--- src/rtl/ldpc_pkg.sv ---
// Shared types and saturation helper for the LDPC variable-node datapath.
// LLRs are 8-bit two's complement, clamped to the symmetric range [-127, +127].
package ldpc_pkg;

  localparam int unsigned LLR_W = 8;
  localparam int unsigned LANES = 6;

  typedef logic signed [LLR_W-1:0] llr_t;
  typedef llr_t [LANES-1:0] llr_vec_t;

  localparam llr_t LLR_MAX = 8'sd127;
  localparam llr_t LLR_MIN = -8'sd127;

  // -128 is excluded because the min-signer negates magnitudes.
  function automatic llr_t sat9to8(input logic signed [8:0] x);
    if (x > 9'sd127) begin
      return LLR_MAX;
    end else if (x < -9'sd127) begin
      return LLR_MIN;
    end else begin
      return llr_t'(x[7:0]);
    end
  endfunction

endpackage

--- src/rtl/ldpc_q_fifo.sv ---
// Synchronous FIFO with exact occupancy and sticky overflow/underflow flags.
// Reads are from the head combinationally; an empty FIFO reads as zero.
module ldpc_q_fifo #(
  parameter int unsigned DEPTH = 16,
  parameter int unsigned WIDTH = 48,
  localparam int unsigned AW = $clog2(DEPTH)
) (
  input  logic             i_clock,
  input  logic             i_reset,
  input  logic             i_push,
  input  logic [WIDTH-1:0] i_wdata,
  input  logic             i_pop,
  output logic [WIDTH-1:0] o_rdata,
  output logic [AW:0]      o_count,
  output logic             o_full,
  output logic             o_empty,
  output logic             o_overflow,
  output logic             o_underflow
);

  logic [WIDTH-1:0] mem_q [DEPTH];
  logic [AW-1:0]    wr_ptr_q, rd_ptr_q;
  logic [AW:0]      count_q, count_d;
  logic             overflow_q, underflow_q;
  logic             do_push, do_pop;

  assign o_full  = (count_q == (AW+1)'(DEPTH));
  assign o_empty = (count_q == '0);

  // A simultaneous pop frees the slot a push into a full FIFO needs.
  assign do_push = i_push & (~o_full | i_pop);
  assign do_pop  = i_pop & ~o_empty;

  always_comb begin
    count_d = count_q;
    unique case ({do_push, do_pop})
      2'b10:   count_d = count_q + 1'b1;
      2'b01:   count_d = count_q - 1'b1;
      default: count_d = count_q;
    endcase
  end

  always_ff @(posedge i_clock or posedge i_reset) begin
    if (i_reset) begin
      wr_ptr_q    <= '0;
      rd_ptr_q    <= '0;
      count_q     <= '0;
      overflow_q  <= 1'b0;
      underflow_q <= 1'b0;
    end else begin
      if (do_push) wr_ptr_q <= wr_ptr_q + 1'b1;
      if (do_pop)  rd_ptr_q <= rd_ptr_q + 1'b1;
      count_q <= count_d;
      if (i_push & o_full & ~i_pop) overflow_q <= 1'b1;
      if (i_pop & o_empty)          underflow_q <= 1'b1;
    end
  end

  always_ff @(posedge i_clock) begin
    if (do_push) mem_q[wr_ptr_q] <= i_wdata;
  end

  assign o_rdata     = o_empty ? '0 : mem_q[rd_ptr_q];
  assign o_count     = count_q;
  assign o_overflow  = overflow_q;
  assign o_underflow = underflow_q;

endmodule

--- src/rtl/ldpc_vn_update.sv ---
// Variable-node update around the min-sign check-node unit: forms Q = llr - r_old,
// queues it, and recombines it with returning check messages into new posteriors.
module ldpc_vn_update
  import ldpc_pkg::*;
#(
  parameter int unsigned DEPTH = 16
) (
  input  logic                     i_clock,
  input  logic                     i_reset,
  input  logic [47:0]              i_llr,
  input  logic [47:0]              i_r_old,
  input  logic                     i_valid,
  output logic [47:0]              o_q,
  output logic                     o_q_valid,
  input  logic [47:0]              i_r_new,
  input  logic                     i_r_valid,
  output logic [47:0]              o_llr,
  output logic [5:0]               o_hard,
  output logic                     o_parity_ok,
  output logic                     o_llr_valid,
  output logic [$clog2(DEPTH):0]   o_count,
  output logic                     o_overflow,
  output logic                     o_underflow
);

  llr_vec_t         llr_v, r_old_v, r_new_v, head_v;
  llr_vec_t         q_d, llr_d;
  logic [LANES-1:0] hard_d;
  logic [47:0]      head_word;

  llr_vec_t         q_q, llr_q;
  logic             q_valid_q, llr_valid_q, parity_q;
  logic [LANES-1:0] hard_q;

  assign llr_v   = i_llr;
  assign r_old_v = i_r_old;
  assign r_new_v = i_r_new;
  assign head_v  = head_word;

  // 9-bit intermediates: manual sign extension keeps -128 inputs exact.
  always_comb begin
    q_d    = '0;
    llr_d  = '0;
    hard_d = '0;
    for (int k = 0; k < LANES; k++) begin
      q_d[k]    = sat9to8({llr_v[k][7], llr_v[k]} - {r_old_v[k][7], r_old_v[k]});
      llr_d[k]  = sat9to8({head_v[k][7], head_v[k]} + {r_new_v[k][7], r_new_v[k]});
      hard_d[k] = llr_d[k][7];
    end
  end

  ldpc_q_fifo #(
    .DEPTH (DEPTH),
    .WIDTH (48)
  ) u_q_fifo (
    .i_clock     (i_clock),
    .i_reset     (i_reset),
    .i_push      (i_valid),
    .i_wdata     (q_d),
    .i_pop       (i_r_valid),
    .o_rdata     (head_word),
    .o_count     (o_count),
    .o_full      (),
    .o_empty     (),
    .o_overflow  (o_overflow),
    .o_underflow (o_underflow)
  );

  always_ff @(posedge i_clock or posedge i_reset) begin
    if (i_reset) begin
      q_q         <= '0;
      q_valid_q   <= 1'b0;
      llr_q       <= '0;
      hard_q      <= '0;
      parity_q    <= 1'b0;
      llr_valid_q <= 1'b0;
    end else begin
      q_valid_q   <= i_valid;
      llr_valid_q <= i_r_valid;
      if (i_valid) q_q <= q_d;
      if (i_r_valid) begin
        llr_q    <= llr_d;
        hard_q   <= hard_d;
        parity_q <= ~^hard_d;
      end
    end
  end

  assign o_q         = q_q;
  assign o_q_valid   = q_valid_q;
  assign o_llr       = llr_q;
  assign o_hard      = hard_q;
  assign o_parity_ok = parity_q;
  assign o_llr_valid = llr_valid_q;

endmodule

--- config.mk ---
export PLATFORM = sky130hd
export DESIGN_NAME = ldpc_vn_update
export DESIGN_NICKNAME = d
export VERILOG_FILES = /design/src/rtl/ldpc_pkg.sv /design/src/rtl/ldpc_q_fifo.sv /design/src/rtl/ldpc_vn_update.sv
export SDC_FILE = /design/constraint.sdc
export NUM_CORES = 1
export LEC_CHECK = 0
export ABC_AREA = 1
export BUFFER_PORTS_ARGS = -buffer_cell sky130_fd_sc_hd__buf_2
export CORE_MARGIN = 10
export CORE_UTILIZATION = 55
export CTS_BUF_LIST = sky130_fd_sc_hd__clkbuf_16
export CTS_CLUSTER_DIAMETER = 50
export DETAILED_ROUTE_END_ITERATION = 8
export GPL_ROUTABILITY_DRIVEN = 1
export MAX_ROUTING_LAYER = met4
export PLACE_DENSITY_LB_ADDON = 0.12
export RECOVER_POWER = 50
export SKIP_CTS_REPAIR_TIMING = 1
export SYNTH_ARGS = -nofsm -noshare
export SYNTH_HDL_FRONTEND = slang
export SYNTH_SLANG_ARGS = --single-unit
export TNS_END_PERCENT = 20
--- constraint.sdc ---
create_clock -name i_clock -period 4.24 [get_ports i_clock]
set_input_delay 0.848 -clock i_clock [delete_from_list [all_inputs] [get_ports i_clock]]
set_output_delay 0.848 -clock i_clock [all_outputs]
set_load 0.005 [all_outputs]
; Word level (Yosys, flattened, before mapping)
; Memory sizes are Yosys's and may differ from the RTL's.
; Index checks and enable logic that the tools add are counted.
[word_totals]
mem_count = 1
reg_bits = 120
wordCells = 105
mem_bits_rw = 768
in_bits = 148
[classes]
reduce_logical = 3
n_eq_ne = 3
n_bitwise = 9
add_sub_neg = 16
n_lt_le_gt_ge = 24
muxes = 28
[memory_table]
columns = memory, words, word_bits, read_ports, rd_clocked_by_memory_dff, write_ports, line
row1 = u_q_fifo.mem_q, 16, 48, 1, 0, 1, ldpc_q_fifo.sv:21  ; logic [WIDTH-1:0] mem_q [DEPTH];
[op_table]
columns = operator, n
row1 = $mux 8, 24
row2 = $gt 9x8->1 const B, 12
row3 = $lt 9x8->1 const B, 12
row4 = $add 8x8->9, 6
row5 = $sub 8x8->9, 6
row6 = $mux 48, 1
row7 = $pmux 5 s2, 1
row8 = $add 4x1->4 const B, 2
row9 = $reduce_xnor 6->1, 1
row10 = $add 5x1->5 const B, 1
row11 = $and 1x1->1, 5
row12 = $eq 5x5->1 const B, 1
row13 = $logic_not 5->1, 1
row14 = $sub 5x1->5 const B, 1
row15 = $not 1->1, 3
row16 = $eq 2x1->1 const B, 1
row17 = $eq 2x2->1 const B, 1
row18 = $mux 1, 2
row19 = $reduce_bool 2->1, 1
row20 = $or 1x1->1, 1

; Longest topological paths before layout
; Gate-level depths: netlist of the first run.
[depth]
word_depth = 7
ltp_mapped = 25
ltp_nobuf = 22

; By module
; From an unflattened synthesis of the first run, not the netlist that was laid out.
[unflattened]
hier_cells = 4576
area_unflattened_um2 = 42961.2
[modules_own_cells]
columns = module, cells_per_inst, area_each_um2, instances
row1 = ldpc_q_fifo, 3126, 33397.0, 1
row2 = ldpc_vn_update, 1450, 9564.2, 1

; Least setup slack after synthesis of the first run
; No wires, ideal clock.
[synth_path]
path_kind = input-to-reg
from = input i_r_valid
to = memory u_q_fifo.mem_q[11][0], enable pin
setup_ns = 0.454
setup_slack_ns = 0.097
t_arrival_ns = 3.689
path_stages = 7
required_ns = 3.786
cell_sequence = buf_2 clkinv_1 nand3_1 nand2_1 inv_1 nand2_1 nor2_1
[synth_via]
elab_chain_len = 4
[synth_rtl]
columns = element, line
row1 = from (decl), ldpc_vn_update.sv:16  ; input logic i_r_valid,
row2 = $or 1x1->1, ldpc_q_fifo.sv:31  ; assign do_push = i_push & (~o_full | i_pop);
row3 = $and 1x1->1, ldpc_q_fifo.sv:31
row4 = $mux 1, ldpc_q_fifo.sv:60  ; if (do_push) mem_q[wr_ptr_q] <= i_wdata;
row5 = $mux 1 (implied by the code), ldpc_q_fifo.sv:60
row6 = to (decl), ldpc_q_fifo.sv:21
; No other way between the ends.

; Final worst setup path of the first run
[layout_path]
from = register u_q_fifo.rd_ptr_q[0]
to = register parity_q, in the netlist o_parity_ok
[layout_via]
elab_chain_len = 7
[layout_rtl]
columns = element, line
row1 = from (decl), ldpc_q_fifo.sv:22  ; logic [AW-1:0] wr_ptr_q, rd_ptr_q;
row2 = from (signal assigned), ldpc_q_fifo.sv:52  ; if (do_pop) rd_ptr_q <= rd_ptr_q + 1'b1;
row3 = $mem_v2 16x48 (*), n/a
row4 = $mux 48 (*), ldpc_q_fifo.sv:63  ; assign o_rdata = o_empty ? '0 : mem_q[rd_ptr_q];
row5 = $add 8x8->9, ldpc_vn_update.sv:47  ; llr_d[k] = sat9to8({head_v[k][7], head_v[k]} + {r_new_v[k][7], r_new_v[k]});
row6 = $lt 9x8->1, ldpc_pkg.sv:18  ; end else if (x < -9'sd127) begin
row7 = $mux 8, ldpc_pkg.sv:18
row8 = $mux 8, ldpc_pkg.sv:16  ; if (x > 9'sd127) begin
row9 = $reduce_xnor 6->1 (*), ldpc_vn_update.sv:84  ; parity_q <= ~^hard_d;
row10 = to (signal assigned), ldpc_vn_update.sv:84
row11 = to (decl), ldpc_vn_update.sv:32  ; logic q_valid_q, llr_valid_q, parity_q;
; Mark *: on every way between the ends. The rest lies on a longest branch, timed or not.
; A chain may end at the register's enable or synchronous reset.

==> results of run 1 <==
-- cells by family after synthesis --
kind of cell / share of synthesized area [%]
flops: 64.5
buf+inv: 4.52
fa+ha+maj: 3.92
xor+xnor: 1.04
simple gates: 14.6
compound gates: 11.4
-- worst max-delay path, delay by kind of cell (launching register included) --
kind | cells | cell delay (ps)
buffers and inverters | 2 | 790
AO/OA/AOI/OAI | 4 | 990
flip-flops | 1 | 540
AND/OR/NAND/NOR | 14 | 1030
adder cells (fa/ha/maj) | 1 | 430
-- power breakdown --
group          internal [W]  switching [W]  leakage (nW)
Sequential           0.0111       0.000418          8.24
Combinational       0.00497         0.0105          7.80
Clock               0.00486        0.00349          1.61
Total                0.0210         0.0144          17.7
-- final timing paths --
check / start / to / slack, ps
worst max-delay path: u_q_fifo.rd_ptr_q[0]$_DFFE_PP0P_ / o_parity_ok$_DFFE_PP0P_ / 330
worst min-delay path: u_q_fifo.o_overflow$_DFFE_PP0P_ / u_q_fifo.o_overflow$_DFFE_PP0P_ / 470
worst max register to register: u_q_fifo.rd_ptr_q[0]$_DFFE_PP0P_ / o_parity_ok$_DFFE_PP0P_ / 330
worst min register to register: u_q_fifo.o_overflow$_DFFE_PP0P_ / u_q_fifo.o_overflow$_DFFE_PP0P_ / 470
max in group asynchronous: i_reset / o_llr[2]$_DFFE_PP0P_ / 1410
min in group asynchronous: i_reset / u_q_fifo.o_count[1]$_DFFE_PP0P_ / 950
-- state kept, by name, indices dropped and copies added, names as in the netlist, 4 cells and up --
name / count
o_q: 48
o_hard: 5
u_q_fifo.mem_q: 768
u_q_fifo.o_count: 5
u_q_fifo.rd_ptr_q: 4
u_q_fifo.wr_ptr_q: 4
o_llr: 43
-- cell usage in the layout (no fill, tap or decap), types with 3 or more instances in the layout --
cell type	instances
inv_2	9
buf_2	154
xnor2_1	15
o21ai_0	414
clkbuf_16	103
a22oi_1	5
nand2_1	595
clkbuf_1	119
xor2_1	31
o22ai_1	44
or2_2	6
nand2_2	22
nor3_1	16
dfrtp_1	111
clkinv_1	21
fa_1	13
o221ai_1	148
clkinvlp_4	7
clkinv_4	4
inv_6	7
buf_4	56
o21ai_1	24
clkinv_2	21
buf_12	22
inv_1	248
edfxtp_1	768
ha_1	105
nand3b_1	19
nand3_1	203
o21bai_1	6
o21a_1	9
inv_8	6
dfrtp_4	3
bufinv_16	7
nor2_4	12
clkbuf_2	3
a31oi_1	3
nand4_1	40
a21oi_1	111
nor2_1	474
-- per-layer routing --
layer / up-vias / track usage (%) / routed length (um)
met1: 13800 / 35.7 / 47400
met4: 0 / 6.13 / 1850
met5: - / - / 0
li1: 13500 / - / -
met2: 1248 / 39.4 / 48900
met3: 134 / 4.50 / 9790
-- area by class of cell --
cell class	instances	area share (%)
Antenna cell	1	0.00547
Clock buffer	103	5.63
Clock inverter	80	1.37
Inverter	252	2.09
Multi-Input combinational cell	2329	27.1
Sequential cell	882	56.6
Tap cell	959	2.62
Timing Repair Buffer	354	4.57
-- stage by stage --
stage	power (W)	worst slack (ps)	util [%]	instances
4_1_cts	0.0356	393	63.5	4959
3_5_place_dp	0.0272	428	59.1	4776
6_report	0.0354	334	63.0	4960
2_1_floorplan	0.0221	97.2	-	3655
3_3_place_gp	0.0270	471	59.1	4776
5_1_grt	0.0378	-25.3	63.0	4960
==> flow_metrics.py, run 1 <==
metrics = {
    "routing": {
        "drt-vias-per-instance": 5.78,
        "routed_wl_um": 108000,
        "drtAntennaViolNets": 0,
        "drtIter0Drc": 2960,
        "drc": 0,
        "dr_total_vias": 28700,
        "post_drt_wl_per_cell_um": 21.8,
        "dr.pass1.iters": 6,
    },
    "placed_design": {
        "io_buffers": 259,
        "place_hpwl_um": 64300,
        "place_area_um2": 43000,
        "place.gp.congestion": 0.855,
    },
    "logic_synthesis": {
        "ys_dominant_reg_cell": "edfxtp_1",
        "syn-cell-area_um2": 40200,
        "ys_warn_count": 0,
        "synth_seq_cells": 882,
        "yosysTopAreaCellShare_pct": 57.4,
        "yosys-top-cells-area": "edfxtp_1, dfrtp_1, nand2_1",
        "yosysUniqueCellTypes": 46,
        "yosysTopAreaCell": "edfxtp_1",
        "synth_edf_count": 768,
        "syn_nets": 3921,
        "async_flop_share_pct": 12.9,
        "yosysSeqAreaShare_pct": 64.5,
        "synth_commonest_cells": "edfxtp_1, nand2_1, nor2_1",
        "yosysMostFrequentCell": "edfxtp_1",
        "netlist_instances": 3655,
        "avgSynthCellArea_um2": 11.0,
    },
    "sta": {
        "slew_headroom_pct": -88.1,
        "holdWs_ps": 475,
        "period_share_pct": 92.1,
        "fmax_mhz": 256,
        "finalSetupViolations": 0,
        "hold_viol": 0,
        "rsz0062_at_grt": "yes",
        "maxSlewViolCount": 98,
        "skew_ps": 15.7,
        "layout_min_cycle_time_ps": 3910,
        "finalSetupTns_ps": 0,
        "tightestPinTransition_ps": 2810,
    },
    "grt": {
        "grt_pass1_wl_um": 165000,
        "grt_antenna_before_repair": 5,
        "gr-usage-all-layers_pct": 25.8,
        "grt_max_degree": 187,
        "grt-ovfl-total": 0,
        "grt_pass1_vias": 27600,
    },
    "clock_tree": {
        "htreeDepth": 3,
        "clk_latency_ps": 640,
        "clk_pin_slew_ps": 60,
        "cts_made_buffers": 98,
        "cts_tree": "done",
        "clockBufferDepth": 3,
        "clock-root-buffer": "clkbuf_16",
        "clock_sinks": 882,
    },
    "layout": {
        "fin_area_um2": 45800,
        "nets": 4183,
        "fill_cells": 5835,
        "final_layout_size_suffix_gt1_share_pct": 11.3,
        "area_growth_pct": 14.0,
        "regArea_um2": 25900,
        "multi_input_area_um2": 12400,
    },
    "worst_setup_path": {
        "crit_slowest_cell": "a21oi_1",
        "rr_worst_depth": 21,
        "critPathMaxStageDelay_ps": 590,
        "start_kind": "flip-flop",
        "cp_cell_sequence": "inv_8 -> buf_12 -> nor2_1 -> o22ai_1 -> nor2_1 -> nor2_1 -> o21ai_1 -> a21oi_1 -> ha_1 -> nand2_1 -> nand2_1 -> a21oi_1 -> nand3_1 -> nand2_1 -> nand2_1 -> nand2_1 -> nand2_1 -> nand2_1 -> nand2_1 -> nand3_1 -> nand2_1",
        "arrival_ps": 4430,
        "worstPathMaxFanout": 103,
        "end_kind": "flip-flop",
        "critPathRequiredTime_ps": 4770,
        "critPathKind": "flip-flop to flip-flop",
        "crit_top_cell": "nand2_1",
    },
    "floorplanning": {
        "die_h_um": 290,
        "io_pins": 260,
        "num_rows": 99,
        "core_area_um2": 72700,
        "start_util_pct": 55.3,
        "chipWidth_um": 290,
        "dieArea_um2": 84300,
    },
    "run": {
        "drv_cap": 2,
    },
    "power": {
        "peakVddDrop_mv": 0.850,
        "pwr_density_cell_nw_per_um2": 772,
        "power.leakage_nw": 17.7,
    },
    "outcome": {
        "violations": "max-capacitance violations, max-slew violations",
        "outcome": "complete, but fails checks",
    },
    "min_path": {
        "hold_depth": 1,
        "hp-class": "flip-flop to flip-flop",
    },
}
(Power assumes the default switching activity.)
==> run 2, diff against run 1 <==
- CELL_PAD_IN_SITES_DETAIL_PLACEMENT: not set -> 1
- CELL_PAD_IN_SITES_GLOBAL_PLACEMENT: not set -> 1
- CORE_UTILIZATION: 55 -> 49
==> run 2 against run 1 <==
Net effect: the flow still finishes with violations (max-capacitance violations, max-slew violations); fmax shrank 2.9%; register-to-register slack lost 120 ps; clock skew grew 11 ps; critical path type unchanged; critical endpoint is now o_llr[35]$_DFFE_PP0P_.
==> flow_metrics.py, run 2 (same netlist as run 1, synthesis figures left out) <==
metrics = {
    "worst_setup_path": {
        "worstPathMaxFanout": 67,
        "crit_path_start": "u_q_fifo.rd_ptr_q[0]$_DFFE_PP0P_",
        "start_kind": "flip-flop",
        "end_kind": "flip-flop",
        "critPathKind": "flip-flop to flip-flop",
        "critPathRequiredTime_ps": 4780,
        "arrival_ps": 4560,
        "r2r-start": "u_q_fifo.rd_ptr_q[0]$_DFFE_PP0P_",
    },
    "outcome": {
        "violations": "max-capacitance violations, max-slew violations",
        "outcome": "complete, but fails checks",
    },
    "sta": {
        "skew_ps": 26.4,
        "hold_viol": 0,
        "period_share_pct": 94.9,
        "slew_headroom_pct": -51.2,
        "fmax_mhz": 249,
        "rsz0062_at_grt": "yes",
        "finalSetupViolations": 0,
        "tightestPinTransition_ps": 2270,
        "layout_min_cycle_time_ps": 4020,
        "worst_slack_ps": 218,
        "maxSlewViolCount": 281,
    },
    "floorplanning": {
        "core_area_um2": 80900,
        "dieArea_um2": 93900,
        "die_h_um": 306,
        "chipWidth_um": 306,
        "start_util_pct": 49.6,
        "num_rows": 104,
        "io_pins": 260,
    },
    "run": {
        "drv_cap": 9,
    },
    "layout": {
        "layout_commonest_cell": "edfxtp_1",
        "largest_reg_flops": 768,
        "area_growth_pct": 14.8,
        "final_cell_mix": "edfxtp_1, nand2_1, nor2_1",
        "fill_cells": 8652,
        "largest-register": "u_q_fifo.mem_q",
        "final_cells": 5080,
        "final_layout_size_suffix_gt1_share_pct": 11.2,
        "nets": 4199,
    },
    "clock_tree": {
        "htreeDepth": 3,
        "cts_tree": "done",
        "clk_pin_slew_ps": 60,
        "clk_latency_ps": 670,
        "clockBufferDepth": 3,
        "cts_made_buffers": 100,
        "clock-root-buffer": "clkbuf_16",
        "clock_sinks": 882,
    },
    "routing": {
        "drc": 0,
        "dr.pass1.iters": 5,
        "drt-vias-per-instance": 5.96,
        "drtIter0Drc": 2688,
        "post_drt_wl_per_cell_um": 25.2,
        "drtAntennaViolNets": 0,
        "routed_wl_um": 128000,
        "dr_total_vias": 30300,
    },
    "placed_design": {
        "place.gp.congestion": 0.857,
        "io_buffers": 259,
        "placed_cells": 4891,
        "place_hpwl_um": 79200,
        "place_ws_ps": 303,
    },
    "power": {
        "peakVddDrop_mv": 0.412,
        "pwr_density_cell_nw_per_um2": 796,
        "power.leakage_nw": 17.8,
    },
    "grt": {
        "grt-ovfl-total": 0,
        "grt_pass1_wl_um": 195000,
        "grt_antenna_before_repair": 5,
        "gr-usage-all-layers_pct": 27.6,
        "grt_max_degree": 100,
        "grt_pass1_vias": 32500,
    },
    "min_path": {
        "hp-start": "u_q_fifo.o_overflow$_DFFE_PP0P_",
        "hp-class": "flip-flop to flip-flop",
    },
}
==> run 2: final timing paths <==
check                                                  endpoint  slack [ps]  depth (start not counted)
min in group asynchronous                 o_llr[25]$_DFFE_PP0P_         740                          2
worst max-delay path                      o_llr[35]$_DFFE_PP0P_         220                         17
max in group asynchronous                 o_llr[45]$_DFFE_PP0P_        1030                          3
worst max register to register            o_llr[35]$_DFFE_PP0P_         220                         17
worst min register to register  u_q_fifo.o_overflow$_DFFE_PP0P_         480                          1
worst min-delay path            u_q_fifo.o_overflow$_DFFE_PP0P_         480                          1
==> run 2: power breakdown <==
part	switching (W)	total [W]	internal [W]
Sequential	0.000473	0.0116	0.0111
Clock	0.00361	0.00862	0.00501
Combinational	0.0114	0.0165	0.00509
Total	0.0155	0.0367	0.0212
==> run 2: metrics by stage <==
stage	setup TNS, ps	instance area [um^2]	utilization, %	hold slack, ps	power (W)
final	0	46100	57.0	480	0.0367
after floorplan	0	40200	-	468	0.0221
after global placement	0	43200	53.4	458	0.0273
after CTS	0	46500	57.5	357	0.0370
after detailed placement	0	43200	53.4	461	0.0282
after global routing	-73.4	46100	57.0	504	0.0392
==> run 2: final cells by class <==
cell class	count	area, um^2	share of cell area (%)
Clock buffer	107	2680	5.80
Antenna cell	2	5.00	0.0108
Clock inverter	80	643	1.39
Tap cell	1060	1330	2.87
Multi-Input combinational cell	2329	12400	26.9
Sequential cell	882	25900	56.2
Timing Repair Buffer	368	2210	4.78
Inverter	252	960	2.08
==> run 2: worst max-delay path, stage by stage, from the launching register on <==
cell,delay (ps)
dfrtp_4,530
inv_8,350
buf_4,280
nor2_1,70
o22ai_1,190
nor2_1,70
nor2_1,130
o21ai_1,80
a21oi_1,410
ha_1,310
fa_1,470
or3_1,380
nor2_1,110
nand3_1,80
nand2_1,90
nand2_2,100
nand3_1,100
nand2_1,90
==> run 2: layer usage <==
metal | vias to the layer above | share of wire (%) | global-route usage, %
met5 | - | 0 | -
met4 | 0 | 2.3 | 8.20
met3 | 204 | 8.1 | 4.56
met2 | 1259 | 48 | 44.7
met1 | 15300 | 42 | 35.6
li1 | 13600 | - | -
